===== config.mk =====
export PLATFORM = sky130hd
export DESIGN_NAME = xcorr_lag_search
export DESIGN_NICKNAME = d
export VERILOG_FILES = /design/src/rtl/xcorr_pkg.sv /design/src/rtl/xcorr_mac.sv /design/src/rtl/xcorr_lag_search.sv
export SDC_FILE = /design/constraint.sdc
export NUM_CORES = 1
export LEC_CHECK = 0
export ABC_AREA = 1
export BUFFER_PORTS_ARGS = -buffer_cell sky130_fd_sc_hd__buf_2
export CORE_UTILIZATION = 47
export DETAILED_ROUTE_END_ITERATION = 8
export GPL_TIMING_DRIVEN = 0
export SKIP_LAST_GASP = 1
export SYNTH_ARGS = -nofsm -noshare
export SYNTH_HDL_FRONTEND = slang
export SYNTH_SLANG_ARGS = --single-unit
export TNS_END_PERCENT = 50

===== constraint.sdc =====
create_clock -name clk -period 10.3 [get_ports clk]
set_input_delay 2.06 -clock clk [delete_from_list [all_inputs] [get_ports clk]]
set_output_delay 2.06 -clock clk [all_outputs]
set_load 0.02 [all_outputs]

===== src/rtl/xcorr_pkg.sv =====
// Shared types and elaboration helpers for the cross-correlation lag search.
package xcorr_pkg;

   typedef enum logic [1:0] {
      IDLE  = 2'd0,
      RUN   = 2'd1,
      DRAIN = 2'd2,
      DONE  = 2'd3
   } state_t;

   function automatic int term_bits(input int buf_depth, input int max_lag);
      return $clog2(buf_depth - 2*max_lag);
   endfunction

   // Accumulator must absorb N full-width products; lag field must hold +/-max_lag.
   function automatic bit widths_ok(input int acc_w, input int data_w, input int lag_w,
                                    input int addr_w, input int buf_depth, input int max_lag);
      return (acc_w >= 2*data_w + term_bits(buf_depth, max_lag)) &&
             (max_lag <= (2**(lag_w-1)) - 1) &&
             ((2**addr_w) >= buf_depth) &&
             (2*max_lag < buf_depth);
   endfunction

endpackage


===== src/rtl/xcorr_mac.sv =====
// Tagged multiply-accumulate: tags are delayed to line up with buffer data,
// then product register, then accumulator that restarts on a first tag.
module xcorr_mac
   import xcorr_pkg::*;
#(
   parameter int DATA_W = 12,
   parameter int ACC_W  = 41,
   parameter int RD_LAT = 1
) (
   input  logic                     clk,
   input  logic                     rst_n,
   input  logic                     flush,
   input  logic                     in_vld,
   input  logic                     in_first,
   input  logic                     in_last,
   input  logic signed [DATA_W-1:0] data_a,
   input  logic signed [DATA_W-1:0] data_b,
   output logic signed [ACC_W-1:0]  sum,
   output logic                     sum_valid
);

   logic [2:0] tag_d;

   generate
      if (RD_LAT == 0) begin : g_lat0
         assign tag_d = {in_vld, in_first, in_last};
      end else begin : g_lat
         logic [2:0] tag_pipe [RD_LAT];
         always_ff @(posedge clk) begin
            if (!rst_n || flush) begin
               for (int i = 0; i < RD_LAT; i++) tag_pipe[i] <= '0;
            end else begin
               tag_pipe[0] <= {in_vld, in_first, in_last};
               for (int i = 1; i < RD_LAT; i++) tag_pipe[i] <= tag_pipe[i-1];
            end
         end
         assign tag_d = tag_pipe[RD_LAT-1];
      end
   endgenerate

   // product stage
   logic signed [2*DATA_W-1:0] prod_p1;
   logic                       vld_p1, first_p1, last_p1;

   always_ff @(posedge clk) begin
      prod_p1 <= data_a * data_b;
   end

   always_ff @(posedge clk) begin
      if (!rst_n || flush) begin
         vld_p1   <= 1'b0;
         first_p1 <= 1'b0;
         last_p1  <= 1'b0;
      end else begin
         vld_p1   <= tag_d[2];
         first_p1 <= tag_d[1];
         last_p1  <= tag_d[0];
      end
   end

   // accumulate stage
   logic signed [ACC_W-1:0] prod_ext;
   logic signed [ACC_W-1:0] acc_p2;
   logic                    vld_p2;

   assign prod_ext = ACC_W'(prod_p1);

   always_ff @(posedge clk) begin
      if (vld_p1) acc_p2 <= first_p1 ? prod_ext : acc_p2 + prod_ext;
   end

   always_ff @(posedge clk) begin
      if (!rst_n || flush) vld_p2 <= 1'b0;
      else                 vld_p2 <= vld_p1 & last_p1;
   end

   assign sum       = acc_p2;
   assign sum_valid = vld_p2;

endmodule


===== src/rtl/xcorr_lag_search.sv =====
// Lag search over frozen A/B buffers: sequences n (inner) and L (outer),
// accumulates S(L) in xcorr_mac and keeps the first-seen strict peak.
module xcorr_lag_search
   import xcorr_pkg::*;
#(
   parameter int BUF_DEPTH = 500,
   parameter int ADDR_W    = 9,
   parameter int DATA_W    = 12,
   parameter int MAX_LAG   = 13,
   parameter int LAG_W     = 5,
   parameter int ACC_W     = 41,
   parameter int RD_LAT    = 1,
   parameter int PEAK_ABS  = 0
) (
   input  logic                     clk,
   input  logic                     rst_n,
   input  logic                     full,
   output logic [ADDR_W-1:0]        rd_addr_a,
   output logic [ADDR_W-1:0]        rd_addr_b,
   input  logic signed [DATA_W-1:0] data_a,
   input  logic signed [DATA_W-1:0] data_b,
   output logic                     busy,
   output logic                     ready,
   output logic                     result_valid,
   output logic signed [LAG_W-1:0]  best_lag,
   output logic signed [ACC_W-1:0]  best_peak
);

   generate
      if (!widths_ok(ACC_W, DATA_W, LAG_W, ADDR_W, BUF_DEPTH, MAX_LAG)) begin : g_bad_widths
         $error("xcorr_lag_search: parameter widths cannot hold the correlation range");
      end
   endgenerate

   localparam logic [ADDR_W-1:0]       N_FIRST  = ADDR_W'(MAX_LAG);
   localparam logic [ADDR_W-1:0]       N_LAST   = ADDR_W'(BUF_DEPTH - MAX_LAG - 1);
   localparam logic [ADDR_W-1:0]       LAG_LAST = ADDR_W'(2*MAX_LAG);
   localparam logic signed [LAG_W-1:0] LAG_MIN  = LAG_W'(-MAX_LAG);
   localparam logic signed [LAG_W-1:0] LAG_MAX  = LAG_W'(MAX_LAG);

   function automatic logic signed [ACC_W:0] mag(input logic signed [ACC_W-1:0] v);
      logic signed [ACC_W:0] w;
      w = (ACC_W+1)'(v);
      return (w < 0) ? -w : w;
   endfunction

   function automatic logic better(input logic signed [ACC_W-1:0] cand,
                                   input logic signed [ACC_W-1:0] cur);
      if (PEAK_ABS != 0) return mag(cand) > mag(cur);
      return cand > cur;
   endfunction

   state_t                  state;
   logic [ADDR_W-1:0]       n_cnt, b_cnt, b_base, lag_idx;
   logic                    iss_vld, iss_first, iss_last;
   logic signed [ACC_W-1:0] sum, run_peak;
   logic                    sum_valid;
   logic signed [LAG_W-1:0] cmp_lag, run_lag;
   logic                    active, abort, take;

   assign active = (state == RUN) || (state == DRAIN);
   assign abort  = active && !full;
   // The most negative lag seeds the peak; later lags must strictly beat it.
   assign take   = (cmp_lag == LAG_MIN) || better(sum, run_peak);

   xcorr_mac #(.DATA_W(DATA_W), .ACC_W(ACC_W), .RD_LAT(RD_LAT)) u_mac (
      .clk(clk), .rst_n(rst_n), .flush(abort),
      .in_vld(iss_vld), .in_first(iss_first), .in_last(iss_last),
      .data_a(data_a), .data_b(data_b),
      .sum(sum), .sum_valid(sum_valid)
   );

   always_ff @(posedge clk) begin
      if (sum_valid && active && full && take) begin
         run_lag  <= cmp_lag;
         run_peak <= sum;
      end
   end

   always_ff @(posedge clk) begin
      if (!rst_n) begin
         state <= IDLE;
         rd_addr_a <= '0;  rd_addr_b <= '0;
         n_cnt <= N_FIRST; b_cnt <= '0; b_base <= '0; lag_idx <= '0;
         iss_vld <= 1'b0;  iss_first <= 1'b0; iss_last <= 1'b0;
         busy <= 1'b0;     ready <= 1'b0;     result_valid <= 1'b0;
         best_lag <= '0;   best_peak <= '0;   cmp_lag <= LAG_MIN;
      end else begin
         result_valid <= 1'b0;
         case (state)
            IDLE: if (full) begin
               state <= RUN;  busy <= 1'b1; ready <= 1'b0;
               n_cnt <= N_FIRST; b_cnt <= '0; b_base <= '0; lag_idx <= '0;
               cmp_lag <= LAG_MIN;
            end
            RUN: if (!full) begin
               state <= IDLE; busy <= 1'b0; iss_vld <= 1'b0;
            end else begin
               rd_addr_a <= n_cnt;
               rd_addr_b <= b_cnt;
               iss_vld   <= 1'b1;
               iss_first <= (n_cnt == N_FIRST);
               iss_last  <= (n_cnt == N_LAST);
               // b restarts at MAX_LAG+L for each new lag, i.e. one past the previous base
               if (n_cnt == N_LAST) begin
                  n_cnt   <= N_FIRST;
                  b_base  <= b_base + 1'b1;
                  b_cnt   <= b_base + 1'b1;
                  lag_idx <= lag_idx + 1'b1;
                  if (lag_idx == LAG_LAST) state <= DRAIN;
               end else begin
                  n_cnt <= n_cnt + 1'b1;
                  b_cnt <= b_cnt + 1'b1;
               end
            end
            DRAIN: begin
               iss_vld <= 1'b0;
               if (!full) begin
                  state <= IDLE; busy <= 1'b0;
               end else if (sum_valid && cmp_lag == LAG_MAX) begin
                  state <= DONE; busy <= 1'b0; ready <= 1'b1; result_valid <= 1'b1;
                  best_lag  <= take ? cmp_lag : run_lag;
                  best_peak <= take ? sum : run_peak;
               end
            end
            DONE: if (!full) begin
               state <= IDLE; ready <= 1'b0;
            end
            default: state <= IDLE;
         endcase
         if (active && full && sum_valid) cmp_lag <= cmp_lag + 1'b1;
      end
   end

endmodule


# After elaboration in Yosys (flattened, before gate mapping)
# Memories as Yosys holds them, arrays and structs flattened. A register that Yosys moved wholly into a read port is not among the register bits.
# Index checks and enable logic that the tools add are counted.
# Widths: inputs -> output; s select.
[word_totals] reg_bits=225 mem_bits_rw=3 input_bits=27 memories=1
[memory_table] memory="u_mac.g_lat.tag_pipe" depth=1 width=3 rd=1 rd_clocked_by_memory_dff=1 write_ports=1 line_no="xcorr_mac.sv:28" text="logic [2:0] tag_pipe [RD_LAT];"
[op_classes] addsub=6 multipliers=1 magnitude_cmp=1 eq_ne=18 n_mux=45 bitwise=1 reduce_logical=29
[op_table] cell="$mux 9" count=10
[op_table] cell="$mux 41" count=2
[op_table] cell="$pmux 9 s2" count=4
[op_table] cell="$add 41x24->41" count=1
[op_table] cell="$gt 41x41->1" count=1
[op_table] cell="$add 9x1->9 const B" count=4
[op_table] cell="$mul 12x12->24" count=1
[op_table] cell="$mux 5" count=4
[op_table] cell="$mux 2" count=7
[op_table] cell="$mux 1" count=13
[op_table] cell="$eq 5x5->1 const B" count=2
[op_table] cell="$ne 2x2->1 const B" count=5
[op_table] cell="$reduce_and 5->1" count=2
[op_table] cell="$eq 9x4->1 const B" count=1
[op_table] cell="$eq 9x5->1 const B" count=1
[op_table] cell="$eq 9x9->1 const B" count=1
[op_table] cell="$ne 3x2->1 const B" count=3
[op_table] cell="$reduce_and 3->1" count=3
[op_table] cell="$pmux 2 s4" count=1
[op_table] cell="$reduce_and 4->1" count=2
[op_table] cell="$reduce_bool 2->1" count=4
[op_table] cell="$logic_and 1x1->1" count=7
[op_table] cell="$pmux 1 s3" count=2
[op_table] cell="$reduce_bool 3->1" count=2
[op_table] cell="12 further kinds" count=18

# Logic depth before layout (Yosys ltp)
[logic_depth] depth_word=7 depth_mapped=24 ltp_nobuf=23

# Modules after synthesis
# Synthesis repeated with hierarchy kept, for this count alone.
[hier_totals] cells_unflattened=2624 hier_area_um2=20101.8
[by_module_without_submodules] mod="xcorr_mac" n_inst=1 cells_per_inst=1611 area_each_um2=11384.7
[by_module_without_submodules] mod="xcorr_lag_search" n_inst=1 cells_per_inst=1013 area_each_um2=8717.1

# Worst setup path before layout
# Ideal clock, no wire load.
[synth_timing] kind="input to register" from="input port data_a[5]" to="register u_mac.prod_p1[19]" t_arrival_ns=6.467 t_required_ns=10.188 slack_ns=3.721 path_stages=21 n_path_buf=1 path_cell_list="clkbuf_1 nand2_1 fa_1 fa_1 fa_1 inv_1 fa_1 inv_1 fa_1 inv_1 ha_1 a21oi_1 o21ai_0 nor2_1 o21ai_1 a21boi_0 o21ai_1 nand2_1 nand2_1 nand2_1 nand2_1"
[synth_via] elab_chain_cells=1
[synth_rtl] element="start, declared" line_no="xcorr_lag_search.sv:20" text="input logic signed [DATA_W-1:0] data_a,"
[synth_rtl] element="$mul 12x12->24" line_no="xcorr_mac.sv:46" text="prod_p1 <= data_a * data_b;"
[synth_rtl] element="end signal, assigned" line_no="xcorr_mac.sv:46"
[synth_rtl] element="end, declared" line_no="xcorr_mac.sv:42" text="logic signed [2*DATA_W-1:0] prod_p1;"
# No other way between the ends.
# A chain may end at the register's enable or synchronous reset.

# Final worst setup path
[layout_timing] from="input port data_b[5]" to="register u_mac.prod_p1[19]"
[layout_via] elab_chain_cells=1
[layout_rtl] element="start, declared" line_no="xcorr_lag_search.sv:21" text="input logic signed [DATA_W-1:0] data_b,"
[layout_rtl] element="$mul 12x12->24" line_no="xcorr_mac.sv:46"
# No other way between the ends.

==> impl_metrics.json <==
{
  "status": "finished clean",
  "setup_viol": 0,
  "period_share_pct": 66.1,
  "synthToLayoutAreaGrowth_pct": 10.4,
  "ff_latch_area_um2": 5500,
  "multi_input_area_um2": 11600,
  "insertion_delay_ns": 0.55,
  "ios": 94,
  "synthCells": 2415,
  "avgViaCountPerCell": 5.11,
  "ys_seq_area_share_pct": 28.5,
  "p_sw_share_pct": 46.7,
  "p_comb_share_pct": 60.9,
  "rows": 73,
  "fp.dieArea_um2": 41800,
  "netlist.top_cell.by_area": "dfxtp_1",
  "peakVddDrop_mv": 0.263,
  "drc": 0,
  "rsz0062_at_grt": "no",
  "synth_top_area_share_pct": 15.0,
  "p_clk_share_pct": 16.5,
  "ys_ff_latch": 231,
  "drive_above_1_share_pct": 11.8,
  "tns_ns": 0,
  "crit_path_end_kind": "register",
  "clk_pin_slew_worst_paths_ns": 0.06,
  "cp-start-kind": "input pin",
  "first_global_vias": 15100,
  "n_fill_cell": 3868,
  "synthAdderAreaFrac_pct": 23.9,
  "setup_ws_ns": 3.49,
  "first_pass_iters": 5,
  "io_buffers": 92,
  "ys.flop_type": "dfxtp_1",
  "core_um2": 40100,
  "finalHoldViolations": 0,
  "power.leakage_uw": 0.0100,
  "synth_edf_count": 87,
  "cellPowerDensity_nw_per_um2": 256,
  "ant_nets": 0,
  "post_cts_buffers": 0,
  "required_ns": 10.73,
  "cts_htree_levels": 1,
  "worstPathMaxFanout": 10,
  "synth_compound_area_share_pct": 10.6,
  "synth_area_leaders": "dfxtp_1 (15%), fa_1 (14%), edfxtp_1 (14%)",
  "root_buffer": "clkbuf_16",
  "dp_worst_setup_slack_ns": 2.95,
  "antenna_found_initial": 0,
  "critical_path_class": "in2reg",
  "via_count": 15700,
  "wl_per_cell_um": 16.0,
  "fin_crit_ns": 6.81,
  "gp_congestion": 0.949,
  "synth.distinct_cells": 52,
  "die_height_um": 204,
  "cts-hold-fix-buffers": 0,
  "initial_utilization_pct": 48.1,
  "finalClockSkew_ns": 0.0296,
  "synth_xor_area_share_pct": 2.23,
  "final_max_slew_viol_count": 0,
  "worstMarginPinSlew_ns": 0.832,
  "p_int_uw": 2900,
  "synthArstFlopShare_pct": 0,
  "p_sw_uw": 2540,
  "avgSynthCellArea_um2": 7.98,
  "grt_pass1_wl_mm": 79.2,
  "grt.overflow.total": 0,
  "cts-buffers-inserted": 27,
  "cts_tree": "done",
  "synthSimpleGateAreaFrac_pct": 23.5,
  "ys.warnings.count": 0,
  "critPathArrivalTime_ns": 7.24,
  "drtIter0Drc": 890,
  "grt_max_degree": 28,
  "clock-sinks": 231,
  "fmaxAchievable_mhz": 147,
  "synth_nets": 2727,
  "wl_mm": 49.3,
  "hold_path.class": "reg2reg",
  "ctsResizeCount": 0,
  "nNetsFinal": 2850,
  "netlist_area_um2": 19300,
  "hpwl_mm": 40.4,
  "synth_top_family_by_area": "adder cells",
  "worst_slew_margin_rel_pct": 44.4,
  "utilization_pct": 53.0,
  "seqPwrFrac_pct": 22.5,
  "maxCapViolations": 0,
  "synthMuxAreaShare_pct": 0,
  "track_usage_pct": 24.0,
  "antenna-diode-count": 0,
  "die-width_um": 204,
  "clk_path_buf_depth": 3
}
## synth_stat cells, types with 3 or more instances
cell type and instances:
ha_1 146, nand3_1 116, o21a_1 3, xnor2_1 16
o31ai_1 3, nand4_1 10, a21boi_0 4, xor2_1 33
nor2_1 161, inv_2 5, nor4_1 6, a21oi_1 136
nor3b_1 3, nand2_4 41, a21o_1 7, a2bb2oi_1 4
buf_2 6, dfxtp_1 144, o211ai_1 8, o21bai_1 7
fa_1 139, o21ai_1 6, nand2_1 508, a31oi_1 11
a211oi_1 5, and3_1 6, or2_2 15, edfxtp_1 87
o21ai_0 103, nor3_1 22, inv_1 477, clkbuf_1 54
o22ai_1 3, a21oi_2 40, nand2_2 5, nor2_2 4
nand3b_1 6, nor2_4 3, nand3_2 42, buf_12 4
## sequential cells by signal, indices dropped and copies added, names as in the netlist, 5 cells and up
signal         count
b_base             9
b_cnt              9
best_lag           5
best_peak         41
cmp_lag            5
lag_idx            9
n_cnt              9
rd_addr_a          9
rd_addr_b          9
run_lag            5
run_peak          41
u_mac.prod_p1     24
u_mac.sum         41
## per-stage QoR
stage | power [uW] | hold slack (ns) | cell area (um^2) | cells
floorplan | 3800 | 0.394 | 19300 | 2415
global placement | 4550 | 0.399 | 20400 | 3032
detailed placement | 4590 | 0.396 | 20400 | 3034
CTS | 5510 | 0.405 | 21300 | 3081
global route | 6020 | 0.431 | 21300 | 3081
finish | 5440 | 0.404 | 21300 | 3081
## final cells by class
cell class / count / share of cell area, %
flip-flops and latches: 231 / 25.8
inverters: 483 / 8.52
clock inverters: 3 / 0.0824
repair buffers: 94 / 2.42
plain buffers: 69 / 1.66
well taps: 525 / 3.09
multi-input cells: 1632 / 54.6
clock buffers: 44 / 3.77
## power by group through the flow
| stage | clock network (uW) | registers, uW | logic, uW |
|---|---|---|---|
| 4_1_cts | 919 | 1230 | 3360 |
| 5_1_grt | 958 | 1240 | 3830 |
| 3_3_place_gp | 0 | 1250 | 3300 |
| 2_1_floorplan | 0 | 1230 | 2570 |
| 3_5_place_dp | 0 | 1250 | 3340 |
| 6_report | 899 | 1230 | 3320 |
## per-layer routing
metal,vias up,track usage [%],wire [um]
met2,263,40.8,23800
met1,7559,33.2,22700
li1,7881,-,-
met5,-,0,0
met4,0,4.53,686
met3,41,2.15,2090
## worst paths after layout
| kind | startpoint | to | slack [ns] | depth (start not counted) |
|---|---|---|---|---|
| min | u_mac.g_lat.tag_pipe[0][2]$_SDFF_PP0_ | u_mac.vld_p1$_SDFF_PP0_ | 0.40 | 2 |
| max | data_b[5] | u_mac.prod_p1[19]$_DFF_P_ | 3.49 | 21 |
| min reg2reg | u_mac.g_lat.tag_pipe[0][2]$_SDFF_PP0_ | u_mac.vld_p1$_SDFF_PP0_ | 0.40 | 2 |
| max reg2reg | u_mac.sum[32]$_DFFE_PP_ | run_peak[27]$_DFFE_PP_ | 6.92 | 14 |
## cells by family (layout without fill, tap and decap cells)
family | after synthesis | in the layout
simple gates | 952 | 952
compound gates | 346 | 346
flops | 231 | 231
fa+ha+maj | 285 | 285
buf+inv | 552 | 693
xor+xnor | 49 | 49
## critical path, cell delays in order
cell      delay [ns]
buf_2           0.12
clkbuf_1        0.46
nand2_1         0.16
fa_1            0.59
fa_1            0.44
fa_1            0.49
inv_1           0.06
fa_1            0.53
inv_1           0.06
fa_1            0.53
inv_1           0.04
ha_1            0.34
nand2_1         0.08
nor4_1          0.18
nor2_1          0.12
o21ai_1         0.29
a21boi_0        0.21
o21ai_1         0.23
nand2_1         0.10
nand3_1         0.08
nand2_1         0.06
## placed cells by master, fill, tap and decap left out, types with 98 or more instances in the layout
cell     Yosys  routed
nand3_1    116     116
buf_2        6      98
nand2_1    508     508
o21ai_0    103     103
nor2_1     161     160
inv_1      477     477
fa_1       139     139
a21oi_1    136     136
dfxtp_1    144     143
ha_1       146     146
(Power assumes the default switching activity.)
